## config.mk

```make
export PLATFORM = sky130hd
export DESIGN_NAME = sampler_frame_ctrl
export DESIGN_NICKNAME = d
export VERILOG_FILES = /design/src/rtl/sampler_frame_ctrl.sv
export SDC_FILE = /design/constraint.sdc
export NUM_CORES = 1
export LEC_CHECK = 0
export CORE_UTILIZATION = 52
export DETAILED_ROUTE_END_ITERATION = 8
export HOLD_SLACK_MARGIN = 0.12
export PLACE_DENSITY = 0.79
export SLEW_MARGIN = 5
export SYNTH_ARGS = -nofsm -noshare
export SYNTH_HDL_FRONTEND = slang
export SYNTH_SLANG_ARGS = --single-unit
```

## constraint.sdc

```tcl
create_clock -name clk -period 4.55 [get_ports clk]
set_input_delay 0.91 -clock clk [delete_from_list [all_inputs] [get_ports clk]]
set_output_delay 0.91 -clock clk [all_outputs]
set_load 0.01 [all_outputs]
```

## src/rtl/sampler_frame_ctrl.sv

```systemverilog
// Serial frame sampler: synchronizes 'signal', times start/data/marker/stop bits at mid-bit,
// tracks the header/body/payload frame sequence and hands the payload over valid/ready.
module sampler_frame_ctrl #(
    parameter int CLKS_PER_BIT = 128,
    parameter int DATA_BITS    = 8
) (
    input  logic                 clk,
    input  logic                 rst_n,
    input  logic                 signal,
    input  logic                 enable,
    output logic [DATA_BITS-1:0] out_data,
    output logic                 out_valid,
    input  logic                 out_ready,
    output logic                 busy,
    output logic [1:0]           seq_state,
    output logic                 frame_err,
    output logic                 overrun
);

    localparam int CNT_W = $clog2(CLKS_PER_BIT);
    localparam int BIT_W = $clog2(DATA_BITS + 1);
    localparam logic [CNT_W-1:0] HALF_LAST = CNT_W'(CLKS_PER_BIT / 2 - 1);
    localparam logic [CNT_W-1:0] FULL_LAST = CNT_W'(CLKS_PER_BIT - 1);
    localparam logic [BIT_W-1:0] LAST_BIT  = BIT_W'(DATA_BITS - 1);

    typedef enum logic [2:0] {S_IDLE, S_START, S_DATA, S_MARK, S_STOP} bit_state_t;
    typedef enum logic [1:0] {SEQ_HDR = 2'd0, SEQ_BODY = 2'd1, SEQ_PAYLOAD = 2'd2} seq_t;

    bit_state_t           state, state_next;
    seq_t                 seq_q, seq_next;
    logic [1:0]           sync_ff;
    logic                 sig_prev;
    logic                 sig_s;
    logic [CNT_W-1:0]     cnt;
    logic [BIT_W-1:0]     bit_cnt;
    logic [DATA_BITS-1:0] shift_q;
    logic                 marker_q;
    logic                 at_half, at_full, fall, cnt_clr;
    logic                 stop_sample, bad_stop, deliver;

    assign sig_s     = sync_ff[1];
    assign fall      = sig_prev & ~sig_s;
    assign at_half   = (cnt == HALF_LAST);
    assign at_full   = (cnt == FULL_LAST);
    assign busy      = (state != S_IDLE);
    assign seq_state = seq_q;

    always_ff @(posedge clk or negedge rst_n) begin
        if (!rst_n) begin
            sync_ff  <= 2'b11;
            sig_prev <= 1'b1;
        end else begin
            sync_ff  <= {sync_ff[0], signal};
            sig_prev <= sync_ff[1];
        end
    end

    always_comb begin
        state_next  = state;
        seq_next    = seq_q;
        stop_sample = 1'b0;
        bad_stop    = 1'b0;
        deliver     = 1'b0;
        cnt_clr     = 1'b0;
        case (state)
            S_IDLE: begin
                cnt_clr = 1'b1;
                if (enable && fall) state_next = S_START;
            end
            S_START: if (at_half) begin
                cnt_clr    = 1'b1;
                state_next = sig_s ? S_IDLE : S_DATA;
            end
            S_DATA: if (at_full && bit_cnt == LAST_BIT) state_next = S_MARK;
            S_MARK: if (at_full) state_next = S_STOP;
            S_STOP: if (at_full) begin
                state_next  = S_IDLE;
                stop_sample = 1'b1;
            end
            default: state_next = S_IDLE;
        endcase
        if (at_full) cnt_clr = 1'b1;

        // A frame with a bad stop bit never advances the sequence; it restarts the hunt for a header.
        if (stop_sample && !sig_s) begin
            bad_stop = 1'b1;
            seq_next = SEQ_HDR;
        end else if (stop_sample) begin
            case (seq_q)
                SEQ_HDR:  seq_next = marker_q ? SEQ_BODY : SEQ_HDR;
                SEQ_BODY: seq_next = marker_q ? SEQ_HDR : SEQ_PAYLOAD;
                SEQ_PAYLOAD: begin
                    seq_next = marker_q ? SEQ_BODY : SEQ_HDR;
                    deliver  = ~marker_q;
                end
                default:  seq_next = SEQ_HDR;
            endcase
        end

        if (!enable) begin
            state_next = S_IDLE;
            seq_next   = SEQ_HDR;
            cnt_clr    = 1'b1;
            bad_stop   = 1'b0;
            deliver    = 1'b0;
        end
    end

    always_ff @(posedge clk or negedge rst_n) begin
        if (!rst_n) begin
            state <= S_IDLE;
            seq_q <= SEQ_HDR;
        end else begin
            state <= state_next;
            seq_q <= seq_next;
        end
    end

    always_ff @(posedge clk or negedge rst_n) begin
        if (!rst_n) begin
            cnt      <= '0;
            bit_cnt  <= '0;
            shift_q  <= '0;
            marker_q <= 1'b0;
        end else begin
            cnt <= cnt_clr ? '0 : cnt + CNT_W'(1);
            if (state != S_DATA) begin
                bit_cnt <= '0;
            end else if (at_full) begin
                bit_cnt <= bit_cnt + BIT_W'(1);
                shift_q <= {sig_s, shift_q[DATA_BITS-1:1]};
            end
            if (state == S_MARK && at_full) marker_q <= sig_s;
        end
    end

    // A pending word is never overwritten unless the consumer takes it on this same edge.
    always_ff @(posedge clk or negedge rst_n) begin
        if (!rst_n) begin
            out_data  <= '0;
            out_valid <= 1'b0;
            frame_err <= 1'b0;
            overrun   <= 1'b0;
        end else begin
            frame_err <= bad_stop;
            overrun   <= deliver && out_valid && !out_ready;
            if (deliver && (!out_valid || out_ready)) begin
                out_data  <= shift_q;
                out_valid <= 1'b1;
            end else if (out_valid && out_ready) begin
                out_valid <= 1'b0;
            end
        end
    end

endmodule

```

; ---- Word level (Yosys, flattened, before mapping)
; Index checks and enable logic that the tools add are counted.
[word_totals]
out_inout_bits = 14
input_bits = 5
regBits = 39
wordCells = 85
[classes]
n_reduce_logical = 20
addsub = 2
bitwise = 4
eq_ne = 16
muxes = 31
[ops]
columns = op, n
row1 = $mux 3, 6
row2 = $ne 3x3->1 const B, 5
row3 = $pmux 3 s5, 1
row4 = $mux 1, 14
row5 = $mux 2, 5
row6 = $logic_and 1x1->1, 8
row7 = $mux 4, 2
row8 = $add 7x1->7 const B, 1
row9 = $eq 7x6->1 const B, 1
row10 = $eq 7x7->1 const B, 1
row11 = $mux 7, 1
row12 = $eq 3x2->1 const B, 2
row13 = $reduce_and 5->1, 1
row14 = $add 4x1->4 const B, 1
row15 = $eq 4x3->1 const B, 1
row16 = $pmux 2 s2, 1
row17 = $reduce_bool 2->1, 2
row18 = $eq 3x1->1 const B, 1
row19 = $eq 3x3->1 const B, 1
row20 = $logic_not 1->1, 3
row21 = $logic_not 3->1, 1
row22 = $ne 3x1->1 const B, 1
row23 = $ne 3x2->1 const B, 1
row24 = $not 1->1, 3
row25 = 9 further kinds, 9

; ---- Depth between registers and ports, before layout
; Gate-level depths: netlist of the first run.
[depth]
ltp_word = 8
depth_mapped = 7
mapped_depth_nobuf = 5

; ---- Least setup slack after synthesis of the first run
; OpenSTA, ideal clock, no wires.
[synth_path]
path_kind = input to register
start = input out_ready
end = register out_data[0]
n_path_buf = 1
arrival_ps = 1915
path_stages = 4
setup_slack_ps = 2510
setup_time_ps = 125
required_ps = 4425
cell_sequence = nand2b_1 -> or4b_4 -> buf_6 -> mux2_4
[synth_between]
elab_chain_cells = 2
[synth_lines]
columns = item, line
row1 = start: declaration, 13  ; input logic out_ready,
row2 = $logic_or 1x1->1, 147  ; if (deliver && (!out_valid || out_ready)) begin
row3 = $logic_and 1x1->1, 147
row4 = end signal: assignment, 148  ; out_data <= shift_q;
row5 = end: declaration, 11  ; output logic [DATA_BITS-1:0] out_data,
; Every way passes these cells.
; A chain may end at the register's enable or synchronous reset.

; ---- Worst setup path after layout of the first run
[layout_path]
start = register state[2]
end = output busy
[layout_between]
elab_chain_cells = 1
[layout_lines]
columns = item, line
row1 = start: declaration, 29  ; bit_state_t state, state_next;
row2 = start signal: assignment, 114  ; state <= state_next;
row3 = $reduce_bool 3->1, 45  ; assign busy = (state != S_IDLE);
row4 = end: declaration, 14  ; output logic busy,
; Every way passes these cells.

==> results.sh, run 1 <==
export IMPL_worstPathCellList="or3_1, clkdlybuf4s50_1"
export IMPL_first_pass_iters=4
export IMPL_tns_ns=0
export IMPL_cp_data_required_time_ns=3.64
export IMPL_period_minus_slack_ns=2.713
export IMPL_synth_simple_gate_area_share=0.1587
export IMPL_cpPeakStageDelay_ns=0.50
export IMPL_htree_levels=2
export IMPL_die_x_microns=60.15
export IMPL_postCtsSetupBuffers=0
export IMPL_vias_per_cell=5.422
export IMPL_synth_compound_area_frac=0.05338
export IMPL_die_y_microns=60.15
export IMPL_synth_top_cells_by_area="dfrtp_1 (51%), mux2_4 (6.8%), mux2_2 (5.1%), dfstp_2 (4.5%), nor2_1 (3.0%)"
export IMPL_power_leakage_nw=0.9390
export IMPL_ff_latch_area_sq_um=979.7
export IMPL_synth_area_per_cell_sq_um=12.21
export IMPL_syn_nets=151
export IMPL_max_slew_margin=0.4494
export IMPL_finalSetupViolCount=0
export IMPL_timing_hold_violations_final=0
export IMPL_dpl_hpwl_microns=2012
export IMPL_hold_buffers=0
export IMPL_synth_ff_type="dfrtp_1"
export IMPL_placed_cells=198
export IMPL_routabilityCongestion=0.9298
export IMPL_grt_max_degree=40
export IMPL_drt_iter0_drc=27
export IMPL_max_freq_mhz=368.6
export IMPL_rsz0062_at_grt="no"
export IMPL_cp_start_kind="register"
export IMPL_tightest_slew_ns=0.8259
export IMPL_synth_xor_area_frac=0.04484
export IMPL_ys_ff_latch=39
export IMPL_maxCapViolCount=0
export IMPL_ys_warn_count=0
export IMPL_root_buffer="clkbuf_4"
export IMPL_ys_types=42
export IMPL_synth_top_area_share=0.5125
export IMPL_arrival_ns=1.80
export IMPL_grt_usage=0.1943
export IMPL_multiInputGateArea_sq_um=716.9
export IMPL_synth_cell_area_sq_mm=0.001758
export IMPL_met3_usage=0.08442
export IMPL_grt_most_used_layer="met2"
export IMPL_ctsResizeCount=0
export IMPL_n_fill_cell=244
export IMPL_async_flop_share=1.000
export IMPL_power_density_mw_per_mm2=307.6
export IMPL_critical_path_slowest_cell="clkdlybuf4s50_1"
export IMPL_n_antenna_cell=0
export IMPL_core_sq_mm=0.003128
export IMPL_clock_sinks=39
export IMPL_grt_util_met1=0.2423
export IMPL_peakVddDrop_mv=0.1701
export IMPL_synth_mux_area_frac=0.1367
export IMPL_grt_met2_usage=0.2951
export IMPL_grt_pass1_vias=1087
export IMPL_grt_pass1_wl_microns=4995
export IMPL_status="finished clean"
export IMPL_synth_area_leader_cell="dfrtp_1"
export IMPL_drtAntennaViolNets=0
export IMPL_routed_wl_microns=2948
export IMPL_finalCritPeriodShare=0.5963
export IMPL_drc=0
export IMPL_drive_above_1_share=0.2037
export IMPL_synth_edf_count=0
export IMPL_synth_top_family_by_area="simple AND/OR/NAND/NOR gates"
export IMPL_routedWlPerCell_microns=14.31
export IMPL_path_class="reg -> out"
export IMPL_cts_buffer_depth=2
export IMPL_crit_fanout=9
export IMPL_ioPinCount=19
export IMPL_crit_path_end_kind="output pin"
export IMPL_antenna_found_initial=0
export IMPL_path_clk_slew_ns=0.12
export IMPL_syn_to_final_growth_pct=13.45
export IMPL_worstHoldPathType="reg -> reg"
export IMPL_io_buffers=18
export IMPL_synth_seq_area_share=0.5573
export IMPL_clk_latency_ns=0.36
export IMPL_routed_via_count=1117
export IMPL_synthCells=144
export IMPL_overflow=0
export IMPL_final_cells=206
export IMPL_rows=20
export IMPL_fin_worst_skew_ns=0.009076
export IMPL_die_area_sq_mm=0.003617
export IMPL_synthAdderAreaFrac=0.01423
export IMPL_cts_buffers=5
export IMPL_maxSlewViolCount=0
export IMPL_cts_tree="built"
export IMPL_nNetsFinal=168
export IMPL_start_util=0.5620
==> state kept, by name, indices dropped and copies added (netlist names), 2 cells and up <==
| name | count |
|---|---|
| out_data | 8 |
| shift_q | 8 |
| cnt | 7 |
| bit_cnt | 4 |
| state | 3 |
| seq_state | 2 |
| sync_ff | 2 |
==> critical path: cells and delay by family, from the launching register on <==
| family | cells | cell delay, ns |
|---|---|---|
| buf+inv | 1 | 0.50 |
| flops | 1 | 0.48 |
| simple gates | 1 | 0.46 |
==> where the power goes <==
group / internal, mW / switching (mW) / total, mW / leakage (nW)
Clock: 0.0575 / 0.115 / 0.173 / 0.0347
Sequential: 0.356 / 0.0140 / 0.370 / 0.534
Combinational: 0.0306 / 0.0400 / 0.0706 / 0.371
Total: 0.444 / 0.169 / 0.613 / 0.939
==> cell usage in the layout (no fill, tap or decap), types with 2 or more instances in the layout <==
cell and count:
dfrtp_1 36, clkdlybuf4s50_1 17, nor2_1 14, nand2_1 9
mux2_2 8, mux2_4 8, xor2_1 5, clkbuf_4 5
nand3_1 4, xnor2_1 4, inv_1 4, and3_1 3
mux2i_1 3, clkinv_2 3, dfstp_2 3, or3_1 2
nand2b_1 2, nor2b_1 2, nor3_1 2, or3b_2 2
o22ai_1 2, nand4_1 2, a21oi_1 2, ha_1 2
==> layer usage <==
| layer | vias to the layer above | share of wire |
|---|---|---|
| li1 | 533 | - |
| met5 | - | 0 |
| met1 | 557 | 0.46 |
| met2 | 22 | 0.48 |
| met3 | 5 | 0.042 |
| met4 | 0 | 0.013 |
==> cells by family (layout without fill, tap and decap cells) <==
family | after synthesis | count (layout)
and+or+nand+nor | 50 | 50
AOI/OAI and AO/OA | 13 | 13
adders and majority gates | 2 | 2
muxes | 19 | 19
xor gates and xnor gates | 9 | 9
buffers and inverters | 12 | 30
DFF | 39 | 39
==> area by class of cell <==
| class | instances | share of cell area |
|---|---|---|
| Multi-Input combinational cell | 93 | 0.3595 |
| Timing Repair Buffer | 18 | 0.08783 |
| Tap cell | 44 | 0.02760 |
| Inverter | 4 | 0.007528 |
| Clock buffer | 5 | 0.01882 |
| Sequential cell | 39 | 0.4912 |
| Clock inverter | 3 | 0.007528 |
==> path summary, 6_finish.rpt <==
path	from	end	slack (ns)	cells past startpoint
worst min register to register	sync_ff[0]	sync_ff[1]	0.37	0
min in group asynchronous	rst_n	cnt[6]	0.64	1
max in group asynchronous	rst_n	seq_state[1]	3.40	1
worst max-delay path	state[2]	busy	1.84	2
worst max register to register	cnt[0]	out_data[0]	2.27	5
worst min-delay path	sync_ff[0]	sync_ff[1]	0.37	0
==> metrics by stage <==
stage               setup WS, ns  total power, mW    util  cell area [sq um]  hold slack, ns
floorplan                  2.510           0.4193       -               1758          0.3452
global placement           1.882           0.4423  0.6208               1942          0.3455
detailed placement         1.857           0.4466  0.6208               1942          0.3469
CTS                        1.840           0.6177  0.6376               1994          0.3636
global route               1.767           0.6471  0.6376               1994          0.3652
finish                     1.837           0.6134  0.6376               1994          0.3653
==> synth_stat cells (all sizes together) (3+ instances only) <==
master and count:
nand4 3, nand3 4, xnor2 4, inv 4, and3 3, dfrtp 36
mux2i 3, nor2 14, buf 6, xor2 5, or3b 3, dfstp 3
nand2 9, mux2 16
Power figures use the tool's default switching activity.
==> run 2, diff against run 1 <==
--- a/config.mk
+++ b/config.mk
@@ -5,10 +5,10 @@
 export SDC_FILE = /design/constraint.sdc
 export NUM_CORES = 1
 export LEC_CHECK = 0
-export CORE_UTILIZATION = 52
+export CORE_UTILIZATION = 50
 export DETAILED_ROUTE_END_ITERATION = 8
 export HOLD_SLACK_MARGIN = 0.12
-export PLACE_DENSITY = 0.79
+export PLACE_DENSITY = 0.8
 export SLEW_MARGIN = 5
 export SYNTH_ARGS = -nofsm -noshare
 export SYNTH_HDL_FRONTEND = slang
==> constraint.sdc (replaced) <==
create_clock -name clk -period 2.49 [get_ports clk]
set_input_delay 0.498 -clock clk [delete_from_list [all_inputs] [get_ports clk]]
set_output_delay 0.498 -clock clk [all_outputs]
set_load 0.01 [all_outputs]
==> run 2 against run 1 <==
  * Core utilization is 3.9 points lower
  * Combinational power is 80% higher
  * Setup slack got worse by 1.6 ns
  * Critical path depth unchanged
  * Final area is 0.94% higher
  * Clock power increased by 80%
  * Largest cell class unchanged
==> results.sh, run 2 (synthesis results as in run 1) <==
export IMPL_status="finished clean"
export IMPL_htree_levels=2
export IMPL_n_antenna_cell=0
export IMPL_period_minus_slack_ns=2.289
export IMPL_peakVddDrop_mv=0.2815
export IMPL_cp_data_required_time_ns=1.99
export IMPL_power_switching_uw=301.9
export IMPL_power_internal_uw=816.1
export IMPL_worstPathCellList="or3_1, clkdlybuf4s50_1"
export IMPL_grt_pass1_vias=1147
export IMPL_ff_latch_area_sq_um=979.7
export IMPL_p_seq_frac=0.608
export IMPL_p_clk_frac=0.279
export IMPL_core_sq_mm=0.003363
export IMPL_finalSetupViolCount=0
export IMPL_drive_above_1_share=0.2073
export IMPL_cp_start_kind="register"
export IMPL_first_pass_iters=4
export IMPL_r2r_start="cnt[0]"
export IMPL_drt_iter0_drc=43
export IMPL_die_y_microns=61.30
export IMPL_die_x_microns=61.30
export IMPL_syn_to_final_growth_pct=14.52
export IMPL_cts_buffers=5
export IMPL_mostFrequentLayoutCell="dfrtp_1"
export IMPL_r2r_end="out_data[4]"
export IMPL_dpl_hpwl_microns=2210
export IMPL_overflow=0
export IMPL_critical_path_slowest_cell="dfrtp_1"
export IMPL_power_total_mw=1.118
export IMPL_maxSlewViolCount=0
export IMPL_routed_wl_microns=3068
export IMPL_drc=0
export IMPL_tightest_slew_ns=0.8187
export IMPL_timing_hold_violations_final=0
export IMPL_worstHoldPathType="in -> async"
export IMPL_path_clk_slew_ns=0.12
export IMPL_cpPeakStageDelay_ns=0.50
export IMPL_path_class="reg -> out"
export IMPL_ff2ff_setup_slack_ns=0.35
export IMPL_root_buffer="clkbuf_4"
export IMPL_rows=21
export IMPL_max_slew_margin=0.4542
export IMPL_routedWlPerCell_microns=14.61
export IMPL_routed_via_count=1142
export IMPL_crit_path_end_kind="output pin"
export IMPL_tns_ns=0
export IMPL_grt_pass1_wl_microns=5119
export IMPL_wl_met1_microns=1334
export IMPL_rsz0062_at_grt="no"
export IMPL_grt_usage=0.1924
export IMPL_antenna_found_initial=0
export IMPL_clk_latency_ns=0.35
export IMPL_cts_tree="built"
export IMPL_arrival_ns=1.79
export IMPL_p_comb_frac=0.114
export IMPL_maxCapViolCount=0
export IMPL_cts_buffer_depth=2
export IMPL_routed_wl_met2_microns=1561
export IMPL_power_leakage_nw=0.9428
export IMPL_die_area_sq_mm=0.003757
export IMPL_routabilityCongestion=0.7990
export IMPL_top_layer="met4"
export IMPL_reg_largest_list="out_data: 8 flops, shift_q: 8 flops, cnt: 7 flops"
export IMPL_multiInputGateArea_sq_um=716.9
export IMPL_reg2reg_depth=5
export IMPL_postCtsSetupBuffers=0
export IMPL_ioPinCount=19
export IMPL_io_buffers=18
export IMPL_vias_per_cell=5.438
export IMPL_fin_worst_skew_ns=0.01299
export IMPL_power_density_mw_per_mm2=555.3
export IMPL_clock_sinks=39
export IMPL_nNetsFinal=170
export IMPL_switching_share=0.2700
export IMPL_ctsResizeCount=0
export IMPL_max_freq_mhz=436.9
export IMPL_grt_max_degree=40
export IMPL_hold_buffers=0
export IMPL_finalCritPeriodShare=0.9192
export IMPL_drtAntennaViolNets=0
export IMPL_wl_met3_microns=119
export IMPL_start_util=0.5227
export IMPL_crit_fanout=10
export IMPL_final_cell_mix="dfrtp_1 (36), clkdlybuf4s50_1 (17), nor2_1 (14)"
export IMPL_n_fill_cell=287
run 2: changes by cell type in the layout (fill, tap and decap cells not counted), sizes merged:
| cell | delta |
|---|---|
| clkinvlp | +1 |
| clkinv | -2 |
| clkbuf | +1 |
| buf | +2 |
run 2: how the worst max path moves through the flow:
stage	startpoint	to	slack (ns)	cells past startpoint
after floorplan	cnt[0]	out_data[0]	0.45	7
after global placement	enable	out_data[5]	0.35	4
after detailed placement	out_ready	out_data[4]	0.32	4
after CTS	state[0]	busy	0.18	2
after global routing	state[0]	busy	0.14	2
final	state[0]	busy	0.20	2
run 2: routing by layer:
metal,vias to the layer above,track usage
li1,538,-
met1,572,0.2191
met2,26,0.3292
met3,6,0.06933
met4,0,0.07792
met5,-,0
run 2: layout make-up:
type,count,area share
clock buffer,6,0.02051
clock inverter,2,0.006215
inverter,4,0.007458
multi-input combinational,93,0.3561
sequential,39,0.4866
tap,46,0.02859
timing repair buffer,20,0.09447
run 2: worst max-delay path, delay by kind of cell, from the launching register on:
family | cells | cell delay (ns)
buf+inv | 1 | 0.50
flops | 1 | 0.50
simple gates | 1 | 0.44
run 2: power groups by stage:
| stage | Combinational [mW] | Clock (mW) | Sequential, mW |
|---|---|---|---|
| after global placement | 0.123 | 0 | 0.688 |
| after detailed placement | 0.127 | 0 | 0.692 |
| final | 0.127 | 0.312 | 0.679 |
| after floorplan | 0.0977 | 0 | 0.668 |
| after global routing | 0.143 | 0.345 | 0.684 |
| after CTS | 0.128 | 0.325 | 0.680 |
run 2: stage by stage:
stage	hold WS (ns)	util	cells	area [sq um]	worst slack (ns)
3_3_place_gp	0.3458	0.5826	202	1959	0.3463
6_report	0.2317	0.5986	210	2013	0.2011
2_1_floorplan	0.2024	-	144	1758	0.4529
4_1_cts	0.2460	0.5986	210	2013	0.1773
3_5_place_dp	0.3501	0.5826	202	1959	0.3223
5_1_grt	0.2855	0.5986	210	2013	0.1360
